[src/rtl/multicycle_ctrl_fsm.sv]
// Multi-cycle control sequencer: FETCH/DECODE/EXEC/MEM/WB walk, instruction decode, retire count.
// Optional shift decode is enabled by defining CTRL_SHIFT_EN.
module multicycle_ctrl_fsm #(
  parameter int OPCODE_W = 5,
  parameter int CNT_W    = 16
) (
  input  logic                clk,
  input  logic                rst_n,
  input  logic [1:0]          instr_type,
  input  logic [OPCODE_W-1:0] opcode,
  input  logic                imem_ready,
  input  logic                dmem_ready,
  input  logic                alu_zero,
  output logic                imem_req,
  output logic                ir_write,
  output logic                pc_write,
  output logic [1:0]          pc_src,
  output logic                reg_b,
  output logic                reg_wr,
  output logic                link,
  output logic                ext_op,
  output logic [1:0]          alu_src,
  output logic [2:0]          alu_op,
  output logic                mem_read,
  output logic                mem_write,
  output logic                wb_src,
  output logic                illegal,
  output logic [2:0]          state,
  output logic [CNT_W-1:0]    retired
);

  typedef enum logic [2:0] {
    S_FETCH = 3'd0, S_DECODE = 3'd1, S_EXEC = 3'd2, S_MEM = 3'd3, S_WB = 3'd4
  } state_e;

  typedef enum logic [3:0] {
    C_ILL, C_AND, C_ADD, C_SUB, C_CMP, C_ANDI, C_ADDI, C_LW,
    C_SW, C_BEQ, C_J, C_JAL, C_SLL, C_SLR, C_SLLV, C_SLRV
  } cls_e;

  state_e           state_q, state_d;
  cls_e             cls_q, cls_d, dec_cls;
  logic             run_q;
  logic [CNT_W-1:0] ret_q;
  logic             ret_inc;
  logic [2:0]       aop_c;
  logic [1:0]       asrc_c;
  logic             ext_c, regb_c;

  always_comb begin
    dec_cls = C_ILL;
    case (instr_type)
      2'b00: case (opcode)
        OPCODE_W'(0): dec_cls = C_AND;
        OPCODE_W'(1): dec_cls = C_ADD;
        OPCODE_W'(2): dec_cls = C_SUB;
        OPCODE_W'(3): dec_cls = C_CMP;
        default:      dec_cls = C_ILL;
      endcase
      2'b01: case (opcode)
        OPCODE_W'(0): dec_cls = C_ANDI;
        OPCODE_W'(1): dec_cls = C_ADDI;
        OPCODE_W'(2): dec_cls = C_LW;
        OPCODE_W'(3): dec_cls = C_SW;
        OPCODE_W'(4): dec_cls = C_BEQ;
        default:      dec_cls = C_ILL;
      endcase
      2'b10: case (opcode)
        OPCODE_W'(0): dec_cls = C_J;
        OPCODE_W'(1): dec_cls = C_JAL;
        default:      dec_cls = C_ILL;
      endcase
`ifdef CTRL_SHIFT_EN
      2'b11: case (opcode)
        OPCODE_W'(0): dec_cls = C_SLL;
        OPCODE_W'(1): dec_cls = C_SLR;
        OPCODE_W'(2): dec_cls = C_SLLV;
        OPCODE_W'(3): dec_cls = C_SLRV;
        default:      dec_cls = C_ILL;
      endcase
`endif
      default: dec_cls = C_ILL;
    endcase
  end

  // ALU bundle is a Moore function of the held class, stable from EXEC through WB
  always_comb begin
    aop_c  = 3'b000;
    asrc_c = 2'b00;
    ext_c  = 1'b0;
    regb_c = 1'b0;
    case (cls_q)
      C_ADD:       aop_c = 3'b001;
      C_SUB:       aop_c = 3'b010;
      C_CMP:       aop_c = 3'b101;
      C_ANDI:      asrc_c = 2'b01;
      C_ADDI, C_LW: begin aop_c = 3'b001; asrc_c = 2'b01; ext_c = 1'b1; end
      C_SW:        begin aop_c = 3'b001; asrc_c = 2'b01; ext_c = 1'b1; regb_c = 1'b1; end
      C_BEQ:       begin aop_c = 3'b010; ext_c = 1'b1; regb_c = 1'b1; end
`ifdef CTRL_SHIFT_EN
      C_SLL:       begin aop_c = 3'b011; asrc_c = 2'b10; end
      C_SLR:       begin aop_c = 3'b100; asrc_c = 2'b10; end
      C_SLLV:      aop_c = 3'b011;
      C_SLRV:      aop_c = 3'b100;
`endif
      default: ;
    endcase
  end

  always_comb begin
    state_d   = state_q;
    cls_d     = cls_q;
    ret_inc   = 1'b0;
    imem_req  = 1'b0;
    ir_write  = 1'b0;
    pc_write  = 1'b0;
    pc_src    = 2'b00;
    reg_b     = 1'b0;
    reg_wr    = 1'b0;
    link      = 1'b0;
    ext_op    = 1'b0;
    alu_src   = 2'b00;
    alu_op    = 3'b000;
    mem_read  = 1'b0;
    mem_write = 1'b0;
    wb_src    = 1'b0;
    illegal   = 1'b0;
    // run_q holds everything quiet until the first edge after reset release
    if (run_q) begin
      case (state_q)
        S_FETCH: begin
          imem_req = 1'b1;
          if (imem_ready) begin
            ir_write = 1'b1;
            pc_write = 1'b1;
            state_d  = S_DECODE;
          end
        end
        S_DECODE: begin
          case (dec_cls)
            C_ILL: begin illegal = 1'b1; state_d = S_FETCH; end
            C_J, C_JAL: begin
              pc_write = 1'b1;
              pc_src   = 2'b10;
              reg_wr   = (dec_cls == C_JAL);
              link     = (dec_cls == C_JAL);
              ret_inc  = 1'b1;
              state_d  = S_FETCH;
            end
            default: begin cls_d = dec_cls; state_d = S_EXEC; end
          endcase
        end
        S_EXEC, S_MEM, S_WB: begin
          alu_op  = aop_c;
          alu_src = asrc_c;
          ext_op  = ext_c;
          reg_b   = regb_c;
          if (state_q == S_EXEC) begin
            if (cls_q == C_BEQ) begin
              pc_write = alu_zero;
              pc_src   = alu_zero ? 2'b01 : 2'b00;
              ret_inc  = 1'b1;
              state_d  = S_FETCH;
            end else if (cls_q == C_LW || cls_q == C_SW) begin
              state_d = S_MEM;
            end else begin
              state_d = S_WB;
            end
          end else if (state_q == S_MEM) begin
            mem_read  = (cls_q == C_LW);
            mem_write = (cls_q == C_SW);
            if (dmem_ready) begin
              ret_inc = (cls_q == C_SW);
              state_d = (cls_q == C_SW) ? S_FETCH : S_WB;
            end
          end else begin
            reg_wr  = 1'b1;
            wb_src  = (cls_q == C_LW);
            ret_inc = 1'b1;
            state_d = S_FETCH;
          end
        end
        default: state_d = S_FETCH;
      endcase
    end
    if (state_d == S_FETCH) cls_d = C_ILL;
  end

  always_ff @(posedge clk or negedge rst_n) begin
    if (!rst_n) begin
      state_q <= S_FETCH;
      cls_q   <= C_ILL;
      run_q   <= 1'b0;
      ret_q   <= '0;
    end else begin
      run_q   <= 1'b1;
      state_q <= state_d;
      cls_q   <= cls_d;
      if (ret_inc) ret_q <= ret_q + CNT_W'(1);
    end
  end

  assign state   = state_q;
  assign retired = ret_q;

endmodule

[config.mk]
export PLATFORM = sky130hd
export DESIGN_NAME = multicycle_ctrl_fsm
export DESIGN_NICKNAME = d
export VERILOG_FILES = /design/src/rtl/multicycle_ctrl_fsm.sv
export SDC_FILE = /design/constraint.sdc
export NUM_CORES = 1
export LEC_CHECK = 0
export CORE_MARGIN = 2
export CORE_UTILIZATION = 25
export DETAILED_ROUTE_END_ITERATION = 6
export PLACE_DENSITY = 0.45
export SYNTH_ARGS = -nofsm -noshare
export SYNTH_HDL_FRONTEND = slang
export SYNTH_SLANG_ARGS = --single-unit
[constraint.sdc]
create_clock -name clk -period 3.24 [get_ports clk]
set_clock_uncertainty 0.1 [all_clocks]
set_input_delay 0.648 -clock clk [delete_from_list [all_inputs] [get_ports clk]]
set_output_delay 0.648 -clock clk [all_outputs]
set_load 0.005 [all_outputs]
==> Yosys cells after proc, flatten, opt, wreduce, memory -nomap -nowiden <==
Cells that the tools add are included.
{ "classes": {"n_eq_ne": 21, "addsub": 1, "reduce_logical": 17, "mux": 74} }
{ "ops": {"columns": ["cell", "n"], "rows": [
  ["two-way mux 1 bit", 45],
  ["two-way mux 3 bit", 10],
  ["case mux 4 bit (5 select lines)", 1],
  ["case mux 3 bit (3 select lines)", 2],
  ["adder 16 x 1 -> 16 bit, second input constant", 1],
  ["equality test 4 x 3 -> 1 bit, second input constant", 4],
  ["equality test 4 bit, second input constant", 4],
  ["two-way mux 4 bit", 4],
  ["case mux 3 bit (4 select lines)", 1],
  ["case mux 4 bit (3 select lines)", 1],
  ["OR reduction 4 bit", 3],
  ["equality test 5 x 2 -> 1 bit, second input constant", 2],
  ["two-way mux 2 bit", 5],
  ["equality test 4 x 2 -> 1 bit, second input constant", 2],
  ["case mux 4 bit (2 select lines)", 1],
  ["equality test 3 x 2 -> 1 bit, second input constant", 2],
  ["zero test 3 bit", 2],
  ["OR reduction 2 bit", 3],
  ["OR reduction 3 bit", 2],
  ["equality test 5 x 1 -> 1 bit, second input constant", 1],
  ["equality test 5 x 3 -> 1 bit, second input constant", 1],
  ["zero test 5 bit", 1],
  ["zero test 4 bit", 1],
  ["case mux 1 bit (2 select lines)", 2],
  ["other kinds (11)", 12]
]} }
{ "totals": {"in_bits": 12, "register_bits": 24, "elab_cells": 117, "output_inout_bits": 37} }

==> Depth between registers and ports, before layout <==
Gate-level depths: netlist (run 1).
{ "logic_depth": {"word_depth": 11, "depth_mapped": 8, "depth_no_buf": 6} }

==> Worst setup path after synthesis (run 1) <==
OpenSTA, ideal clock, no wires.
{ "synth_path": {"kind": "input to output", "startpoint": "in opcode[2]", "endpoint": "out reg_wr", "stages": 5, "required_time_ns": 2.492, "path_slack_ns": 0.862, "arrival_ns": 1.630, "path_cell_list": "nor3b_1 a21oi_1 o32a_1 nand4b_1 a21oi_1"} }
{ "synth_via": {"elab_chain_cells": 8, "word_cells_on_any_way": 15, "cone_classes": "eq/ne (6); mux (7); reduce/logical (2)"} }
{ "synth_rtl": {"columns": ["item", "line", "source"], "rows": [
  ["start: declaration", "10", "input logic [OPCODE_W-1:0] opcode,"],
  ["equality test 5 x 3 -> 1 bit (tied with other cells)", "60", "2'b01: case (opcode)"],
  ["case mux 4 bit (5 select lines) (tied with other cells)", "60", null],
  ["case mux 4 bit (3 select lines) (*)", "52", "case (instr_type)"],
  ["equality test 4 bit (on tied branches)", "140, 145", null],
  ["OR reduction 2 bit", "140", "case (dec_cls)"],
  ["two-way mux 1 bit (*)", "140", null],
  ["case mux 1 bit (2 select lines) (*)", "130", "case (state_q)"],
  ["two-way mux 1 bit (*)", "129", "if (run_q) begin"],
  ["end: declaration", "19", "output logic reg_wr,"]
]} }
Mark *: on every way between the ends. The rest lies on a longest branch, timed or not.

==> Worst setup path after layout (run 1) <==
{ "layout_path": {"startpoint": "in opcode[1]", "endpoint": "out pc_write"} }
{ "layout_via": {"elab_chain_cells": 8, "word_cells_on_any_way": 15, "cone_classes": "eq/ne (6); mux (7); reduce/logical (2)"} }
{ "layout_rtl": {"columns": ["item", "line", "source"], "rows": [
  ["equality test 5 x 3 -> 1 bit (tied with other cells)", "60", null],
  ["case mux 4 bit (5 select lines) (tied with other cells)", "60", null],
  ["case mux 4 bit (3 select lines) (*)", "52", null],
  ["equality test 4 bit", "140", null],
  ["OR reduction 2 bit (*)", "140", null],
  ["two-way mux 1 bit (*)", "140", null],
  ["case mux 1 bit (3 select lines) (*)", "130", null],
  ["two-way mux 1 bit (*)", "129", null],
  ["end: declaration", "16", "output logic pc_write,"]
]} }
Marked as above.

==> impl_metrics.json, run 1 <==
{
  "p_int_mw": 0.514,
  "area_growth_pct": 40.5,
  "combPwrFrac_pct": 25.9,
  "syn-cell-area_um2": 1640,
  "grt_usage_pct": 11.6,
  "hold_path_class": "register to register",
  "final_common_cell": "clkdlybuf4s50_1",
  "die_x_um": 84.9,
  "worst_slack_ps": 153,
  "start_kind": "input pin",
  "multi_input_area_um2": 965,
  "fin_crit_ps": 3090,
  "fp.dieH_um": 84.9,
  "crit_top_cell": "clkdlybuf4s50_1",
  "antenna_cells": 0,
  "syn_inst": 183,
  "clockBufferDepth": 2,
  "clock.fmax_mhz": 324,
  "worst_pin_slew_ps": 614,
  "worst-path-buf-inv": 2,
  "cpLargestDelayFamily": "buffers and inverters",
  "std_cell_rows": 29,
  "grt_pass1_vias": 1465,
  "maxSlewViolCount": 0,
  "p_seq_share_pct": 50.0,
  "insertion_delay_ps": 260,
  "synth.yosys.seq_area_share_pct": 36.7,
  "regArea_um2": 601,
  "critPathLaunch": "opcode[1]",
  "final_nets": 249,
  "critPathCaptureType": "primary output",
  "synth_seq_cells": 24,
  "antenna_left": 0,
  "grt_remaining_overflow": 0,
  "routed_wl_um": 4240,
  "rsz0062_at_grt": "no",
  "first_pass_iters": 4,
  "outcome": "complete, no violations",
  "cts_buffers": 3,
  "vias": 1517,
  "numPortBuffers": 47,
  "arrival_ps": 2340,
  "synth_cell_types": 48,
  "cts-hold-fix-buffers": 0,
  "yosysWarningCount": 0,
  "dieArea_um2": 7210,
  "place_ws_ps": -148,
  "async_flop_share_pct": 100,
  "hold_violations": 0,
  "switching_share_pct": 28.5,
  "cts_tree": "done",
  "synth-edff-count": 0,
  "ir_drop_uv": 259,
  "io_pins": 49,
  "worstSetupPathType": "input pin to primary output",
  "post-cts-setup-buffers": 0,
  "p_sw_mw": 0.205,
  "cts-root-buf": "clkbuf_8",
  "drc_errors": 0,
  "antenna_found_initial": 0,
  "core_um2": 6350,
  "wire_per_inst_um": 13.6,
  "setup_violations": 0,
  "cellPowerDensity_nw_per_um2": 313,
  "clkPwrFrac_pct": 24.1,
  "vias_per_cell": 4.88,
  "grt_pass1_wl_um": 6830,
  "power.leakage_nw": 0.892,
  "syn_nets": 196,
  "min_from": "retired[15]",
  "dp_hpwl_um": 3230,
  "htree_levels": 1,
  "clock_sinks": 24,
  "holdWs_ps": 367,
  "layout_worst_path_cycle_share_pct": 95.3,
  "avgSynthCellArea_um2": 8.94,
  "synth_ff_type": "dfrtp_1",
  "routabilityCongestion": 0.813,
  "path_clk_slew_ps": 80,
  "grt_max_degree": 25,
  "start_util_pct": 25.8,
  "crit_fanout": 5,
  "drive_gt1_share_pct": 12.4,
  "cp_slowest_cell": "clkdlybuf4s50_1",
  "max_stage_delay_ps": 490,
  "final_cell_mix": "43 x clkdlybuf4s50_1, 24 x dfrtp_1, 14 x buf_4, 13 x a21oi_1",
  "path_cells": "clkdlybuf4s50_1 -> nor3_1 -> and2_1 -> mux2i_1 -> nor2_1 -> o211a_1 -> clkdlybuf4s50_1",
  "max_slew_margin_pct": 59.1,
  "cap_violations": 0,
  "reg2reg_from": "cls_q[1]",
  "required_ps": 2490,
  "drt_iter0_markers": 51,
  "num-fill-cells": 648
}
## worst register-to-register path, cell delays in order (launching register included)
cell and delay [ps]:
dfrtp_1 490, or3b_1 560, and2_4 210, o31ai_4 510, mux2_2 400
## per-layer routing
layer  vias up  GRT usage (%)  part of all wire [%]  routed length (µm)
met4         0           3.03                   1.1                  48
met3         5           2.33                   3.6                 153
met1       720           15.7                    49                2100
met2        30           19.0                    46                1940
met5         -              0                     0                   0
li1        762              -                     -                   -
## power groups by stage
stage	registers (mW)	logic [mW]	clock network, mW
floorplan	0.349	0.0957	0
global placement	0.367	0.188	0
detailed placement	0.366	0.186	0
CTS	0.361	0.188	0.182
global route	0.365	0.205	0.191
finish	0.360	0.186	0.173
## sequential cells by signal (all words and copies together), names as in the netlist
signal and count:
retired 16, cls_q 4, state 3, run_q 1
## area by class of cell
class	instances	share of cell area, %
Timing Repair Buffer	61	25.3
Multi-Input combinational cell	142	41.9
Tap cell	77	4.19
Sequential cell	24	26.1
Clock buffer	3	1.80
Inverter	4	0.653
## final timing paths
path / endpoint / slack [ps] / depth (start not counted)
min in group asynchronous: retired[10] / 640 / 2
worst max register to register: retired[1] / 860 / 4
worst max-delay path: pc_write / 150 / 7
worst min-delay path: retired[15] / 370 / 1
max in group asynchronous: retired[7] / 2160 / 2
worst min register to register: retired[15] / 370 / 1
## stage by stage
step	TNS, ps	utilization, %	cells	total power, mW	area [µm²]
5_1_grt	0	36.2	311	0.761	2300
6_report	0	36.2	311	0.719	2300
4_1_cts	0	36.0	311	0.730	2290
3_3_place_gp	-187	35.2	308	0.555	2240
3_5_place_dp	-184	35.2	308	0.552	2240
2_1_floorplan	0	-	183	0.445	1640
## cell families (layout without fill, tap and decap cells)
family	Yosys count	in the layout	synth area share, %
AND/OR/NAND/NOR	86	86	31.7
multiplexers	3	3	1.91
AO/OA/AOI/OAI	32	32	13.5
XOR/XNOR	18	18	9.63
flip-flops	24	24	36.7
buffers and inverters	17	68	5.35
other	2	2	0.459
adder cells (fa/ha/maj)	1	1	0.764
## synthesized netlist by cell type, types with 3 or more instances
cell	count	area share [%]
nand3_1	4	1.2
nor2_1	11	2.5
and2_1	8	3.1
dfrtp_1	24	37
a21oi_1	13	4.0
nand2_1	12	2.8
nand2b_1	6	2.3
xor2_1	6	3.2
nor3b_1	4	1.8
buf_2	4	1.2
nor3_1	6	1.8
o21ai_0	7	2.1
xnor2_1	12	6.4
clkbuf_1	4	0.92
buf_4	3	1.4
and3_1	4	1.5
nand4_1	12	4.6
inv_1	4	0.92
## timing repair
action	4_1_cts	5_1_grt
cloned	0	0
pin swaps	1	1
endpoints found under the setup margin	2	1
resized for setup	3	4
Power figures use the tool's default switching activity.
==> inputs of run 2 (changes only) <==
--- a/config.mk
+++ b/config.mk
@@ -5,7 +5,6 @@
 export SDC_FILE = /design/constraint.sdc
 export NUM_CORES = 1
 export LEC_CHECK = 0
-export CORE_MARGIN = 2
 export CORE_UTILIZATION = 25
 export DETAILED_ROUTE_END_ITERATION = 6
 export PLACE_DENSITY = 0.45
==> impl_metrics.json, run 2 (synthesized netlist as in run 1, its figures left out) <==
{
  "vias_per_cell": 4.85,
  "rrSetupSlack_ps": 880,
  "path_cells": "clkdlybuf4s50_1 -> nor3_1 -> and2_1 -> mux2i_1 -> nor2_1 -> o211a_1 -> clkdlybuf4s50_1",
  "required_ps": 2490,
  "crit_top_cell": "clkdlybuf4s50_1",
  "routed_wl_um": 4310,
  "grt_usage_pct": 13.3,
  "start_kind": "input pin",
  "r2r-end": "retired[1]",
  "insertion_delay_ps": 260,
  "grt_remaining_overflow": 0,
  "layout_worst_path_cycle_share_pct": 97.1,
  "clock_sinks": 24,
  "arrival_ps": 2400,
  "max_stage_delay_ps": 500,
  "antenna_found_initial": 0,
  "final_cell_mix": "44 x clkdlybuf4s50_1, 24 x dfrtp_1, 15 x buf_4, 13 x a21oi_1",
  "antenna_left": 0,
  "maxSlewViolCount": 0,
  "worst-r2r-cell-count": 4,
  "cap_violations": 0,
  "fp.dieH_um": 82.9,
  "final_nets": 250,
  "critPathCaptureType": "primary output",
  "clock.fmax_mhz": 318,
  "ir_drop_uv": 264,
  "power.leakage_nw": 0.878,
  "cellPowerDensity_nw_per_um2": 323,
  "antenna_cells": 0,
  "grt_pass1_wl_um": 7550,
  "area_growth_pct": 41.1,
  "dieArea_um2": 6870,
  "reg2reg_from": "cls_q[1]",
  "drive_gt1_share_pct": 13.6,
  "dpl_cell_area_um2": 2240,
  "cts_buffers": 3,
  "vias": 1518,
  "htree_levels": 1,
  "outcome": "complete, no violations",
  "cp_slowest_cell": "clkdlybuf4s50_1",
  "routabilityCongestion": 0.790,
  "placed_cells": 308,
  "setup_violations": 0,
  "numPortBuffers": 47,
  "first_pass_iters": 6,
  "cts_tree": "done",
  "crit_fanout": 5,
  "drc_errors": 0,
  "hold_path_class": "register to register",
  "std_cell_rows": 29,
  "max_slew_margin_pct": 59.7,
  "min_path_cells": 1,
  "clockBufferDepth": 2,
  "fin_crit_ps": 3150,
  "worstSetupPathType": "input pin to primary output",
  "grt_max_degree": 25,
  "dp_hpwl_um": 3310,
  "min_from": "retired[15]",
  "path_clk_slew_ps": 80,
  "grt_pass1_vias": 1518,
  "worst_pin_slew_ps": 605,
  "start_util_pct": 25.8,
  "die_x_um": 82.9,
  "io_pins": 49,
  "instances_no_fill": 313,
  "cts-root-buf": "clkbuf_8",
  "drt_iter0_markers": 20,
  "min_to": "retired[15]",
  "finalInstanceArea_um2": 2310,
  "rsz0062_at_grt": "no",
  "core_um2": 6350,
  "hold_violations": 0,
  "wire_per_inst_um": 13.8,
  "final_common_cell": "clkdlybuf4s50_1",
  "largest_reg_flops": 16
}
## run 2: how the worst max path moves through the flow
stage	startpoint	endpoint	slack, ps
final	opcode[1]	pc_write	90
after global routing	opcode[2]	pc_write	1
after CTS	opcode[1]	pc_write	70
after detailed placement	instr_type[1]	reg_wr	-160
after global placement	instr_type[1]	reg_wr	-160
after floorplan	opcode[2]	reg_wr	860
## run 2: worst max-delay path: cells and delay by family
kind	cells	cell delay, ps
buffers and inverters	2	990
AND/OR/NAND/NOR	3	540
AO/OA/AOI/OAI	1	140
multiplexers	1	80
## run 2: per-stage QoR
stage	setup slack [ps]	hold slack, ps	setup TNS, ps	power [mW]	utilization (%)
2_1_floorplan	862	252	0	0.445	-
3_3_place_gp	-157	359	-177	0.553	35.2
3_5_place_dp	-163	364	-206	0.554	35.2
4_1_cts	73.5	377	0	0.761	36.3
5_1_grt	1.23	412	0	0.800	36.4
6_report	94.7	375	0	0.745	36.4
## run 2: cell type report
class                   instances  area [µm²]
inverters                       4        15.0
well taps                      77        96.3
multi-input cells             142         963
clock buffers                   4        55.1
flip-flops and latches         24         601
repair buffers                 62         579
fillers                       658        4040
## run 2: routing by layer
metal  up-vias  track usage [%]  wire (µm)
li1        763                -          -
met1       723             18.8       2180
met2        28             21.7       2000
met3         4             2.49         99
met4         0             1.88         31
met5         -                0          0
## run 2: power breakdown
group / leakage, nW / internal (mW) / switching, mW
Combinational: 0.539 / 0.109 / 0.0788
Clock: 0.0288 / 0.108 / 0.0904
Sequential: 0.310 / 0.323 / 0.0365
## run 2: repair_timing
action,in CTS,in global routing
hold buffers,0,0
setup buffers,1,0
resized for setup,5,1
pin swaps,2,1
setup endpoints to repair,2,2
==> inputs of run 3 (changes only) <==
--- a/config.mk
+++ b/config.mk
@@ -5,6 +5,7 @@
 export SDC_FILE = /design/constraint.sdc
 export NUM_CORES = 1
 export LEC_CHECK = 0
+export CORE_ASPECT_RATIO = 1.25
 export CORE_UTILIZATION = 25
 export DETAILED_ROUTE_END_ITERATION = 6
 export PLACE_DENSITY = 0.45
==> constraint.sdc (replaced) <==
create_clock -name clk -period 3.45 [get_ports clk]
set_clock_uncertainty 0.1 [all_clocks]
set_input_delay 0.69 -clock clk [delete_from_list [all_inputs] [get_ports clk]]
set_output_delay 0.69 -clock clk [all_outputs]
set_load 0.005 [all_outputs]
==> impl_metrics.json, run 3 (synthesized netlist as in run 1, its figures left out) <==
{
  "outcome": "complete, no violations",
  "final_common_cell": "clkdlybuf4s50_1",
  "max_slew_margin_pct": 60.3,
  "power.leakage_nw": 0.871,
  "htree_levels": 1,
  "critPathCaptureType": "primary output",
  "clock_sinks": 24,
  "crit_fanout": 5,
  "die_x_um": 74.4,
  "hold_violations": 0,
  "dpl_cell_area_um2": 2230,
  "start_kind": "input pin",
  "drc_errors": 0,
  "worst_pin_slew_ps": 595,
  "antenna_left": 0,
  "cts_tree": "done",
  "setup_violations": 0,
  "grt_usage_pct": 13.6,
  "grt_remaining_overflow": 0,
  "antenna_cells": 0,
  "std_cell_rows": 32,
  "vias": 1494,
  "antenna_found_initial": 0,
  "ir_drop_uv": 222,
  "place_ws_ps": 26.7,
  "cellPowerDensity_nw_per_um2": 296,
  "worst_slack_ps": 99.8,
  "first_pass_iters": 4,
  "dp_hpwl_um": 3300,
  "cts-hold-fix-buffers": 0,
  "insertion_delay_ps": 260,
  "drt_iter0_markers": 107,
  "grt_pass1_vias": 1463,
  "clockBufferDepth": 2,
  "post-cts-setup-buffers": 0,
  "final_nets": 247,
  "regArea_um2": 601,
  "required_ps": 2660,
  "fin_crit_ps": 3350,
  "cts-root-buf": "clkbuf_8",
  "cts_buffers": 3,
  "hold_path_class": "register to register",
  "io_pins": 49,
  "vias_per_cell": 4.71,
  "setup_tns_ps": 0,
  "final_cell_mix": "45 x clkdlybuf4s50_1, 24 x dfrtp_1, 13 x a21oi_1",
  "routed_wl_um": 4480,
  "path_clk_slew_ps": 80,
  "routabilityCongestion": 0.762,
  "largest_reg_flops": 16,
  "worstSetupPathType": "input pin to primary output",
  "dieArea_um2": 6880,
  "finalInstanceArea_um2": 2300,
  "grt_max_degree": 25,
  "wire_per_inst_um": 14.1,
  "num-fill-cells": 675,
  "numPortBuffers": 47,
  "start_util_pct": 26.2,
  "holdWs_ps": 370,
  "area_growth_pct": 40.5,
  "fp.dieH_um": 92.5,
  "arrival_ps": 2560,
  "drive_gt1_share_pct": 11.6,
  "cap_violations": 0,
  "grt_pass1_wl_um": 7310,
  "maxSlewViolCount": 0,
  "clock.fmax_mhz": 298,
  "layout_worst_path_cycle_share_pct": 97.1,
  "rsz0062_at_grt": "no",
  "multi_input_area_um2": 971,
  "core_um2": 6250
}
==> run 3: cell count changes in the layout (fill, tap and decap cells not counted), sizes merged <==
cell           change
buf                -3
clkbuf             -1
clkdlybuf4s50      +1
dlygate4sd2        -3
dlymetal6s2s       +2
==> run 3: layout make-up <==
cell class                 count  share of cell area [%]
inverter                       4                   0.653
multi-input combinational    142                    42.2
clock buffer                   3                    1.80
tap                           85                    4.62
timing repair buffer          59                    24.6
sequential                    24                    26.1
==> run 3: through the flow <==
stage          std cells  power, mW  utilization [%]
2_1_floorplan        183      0.418                -
3_3_place_gp         314      0.522             35.7
3_5_place_dp         314      0.520             35.7
4_1_cts              317      0.691             36.4
5_1_grt              317      0.722             36.8
6_report             317      0.681             36.8
==> run 3: timing repair <==
action / 4_1_cts / 5_1_grt
endpoints found under the hold margin: 0 / 0
gates resized for setup: 0 / 6
endpoints found under the setup margin: 0 / 3
==> run 3: path summary, 6_finish.rpt <==
kind | depth (start not counted) | end | slack, ps | start
hold reg to reg | 1 | retired[15] | 370 | retired[15]
hold / removal | 1 | retired[15] | 370 | retired[15]
max in group asynchronous | 2 | retired[8] | 2340 | rst_n
setup / recovery | 6 | reg_wr | 100 | opcode[0]
min in group asynchronous | 2 | retired[11] | 670 | rst_n
setup reg to reg | 4 | retired[1] | 1120 | cls_q[1]
==> run 3: per-layer routing <==
metal,part of all wire [%],routed length [µm],track usage (%),vias up
li1,-,-,-,751
met4,0.96,43,4.56,0
met5,0,0,0,-
met2,46,2080,21.3,51
met1,47,2090,18.3,688
met3,5.9,263,2.72,4
==> run 3: report_power, final <==
part | switching, mW | internal [mW] | total (mW)
combinational | 0.0748 | 0.103 | 0.178
clock | 0.0882 | 0.0781 | 0.166
sequential | 0.0342 | 0.303 | 0.337
total | 0.197 | 0.484 | 0.681
==> run 3: worst max-delay path, stage by stage <==
cell	delay (ps)
clkdlybuf4s50_1	460
buf_4	180
o32a_1	370
nand4b_1	200
a21oi_1	140
clkdlybuf4s50_1	510
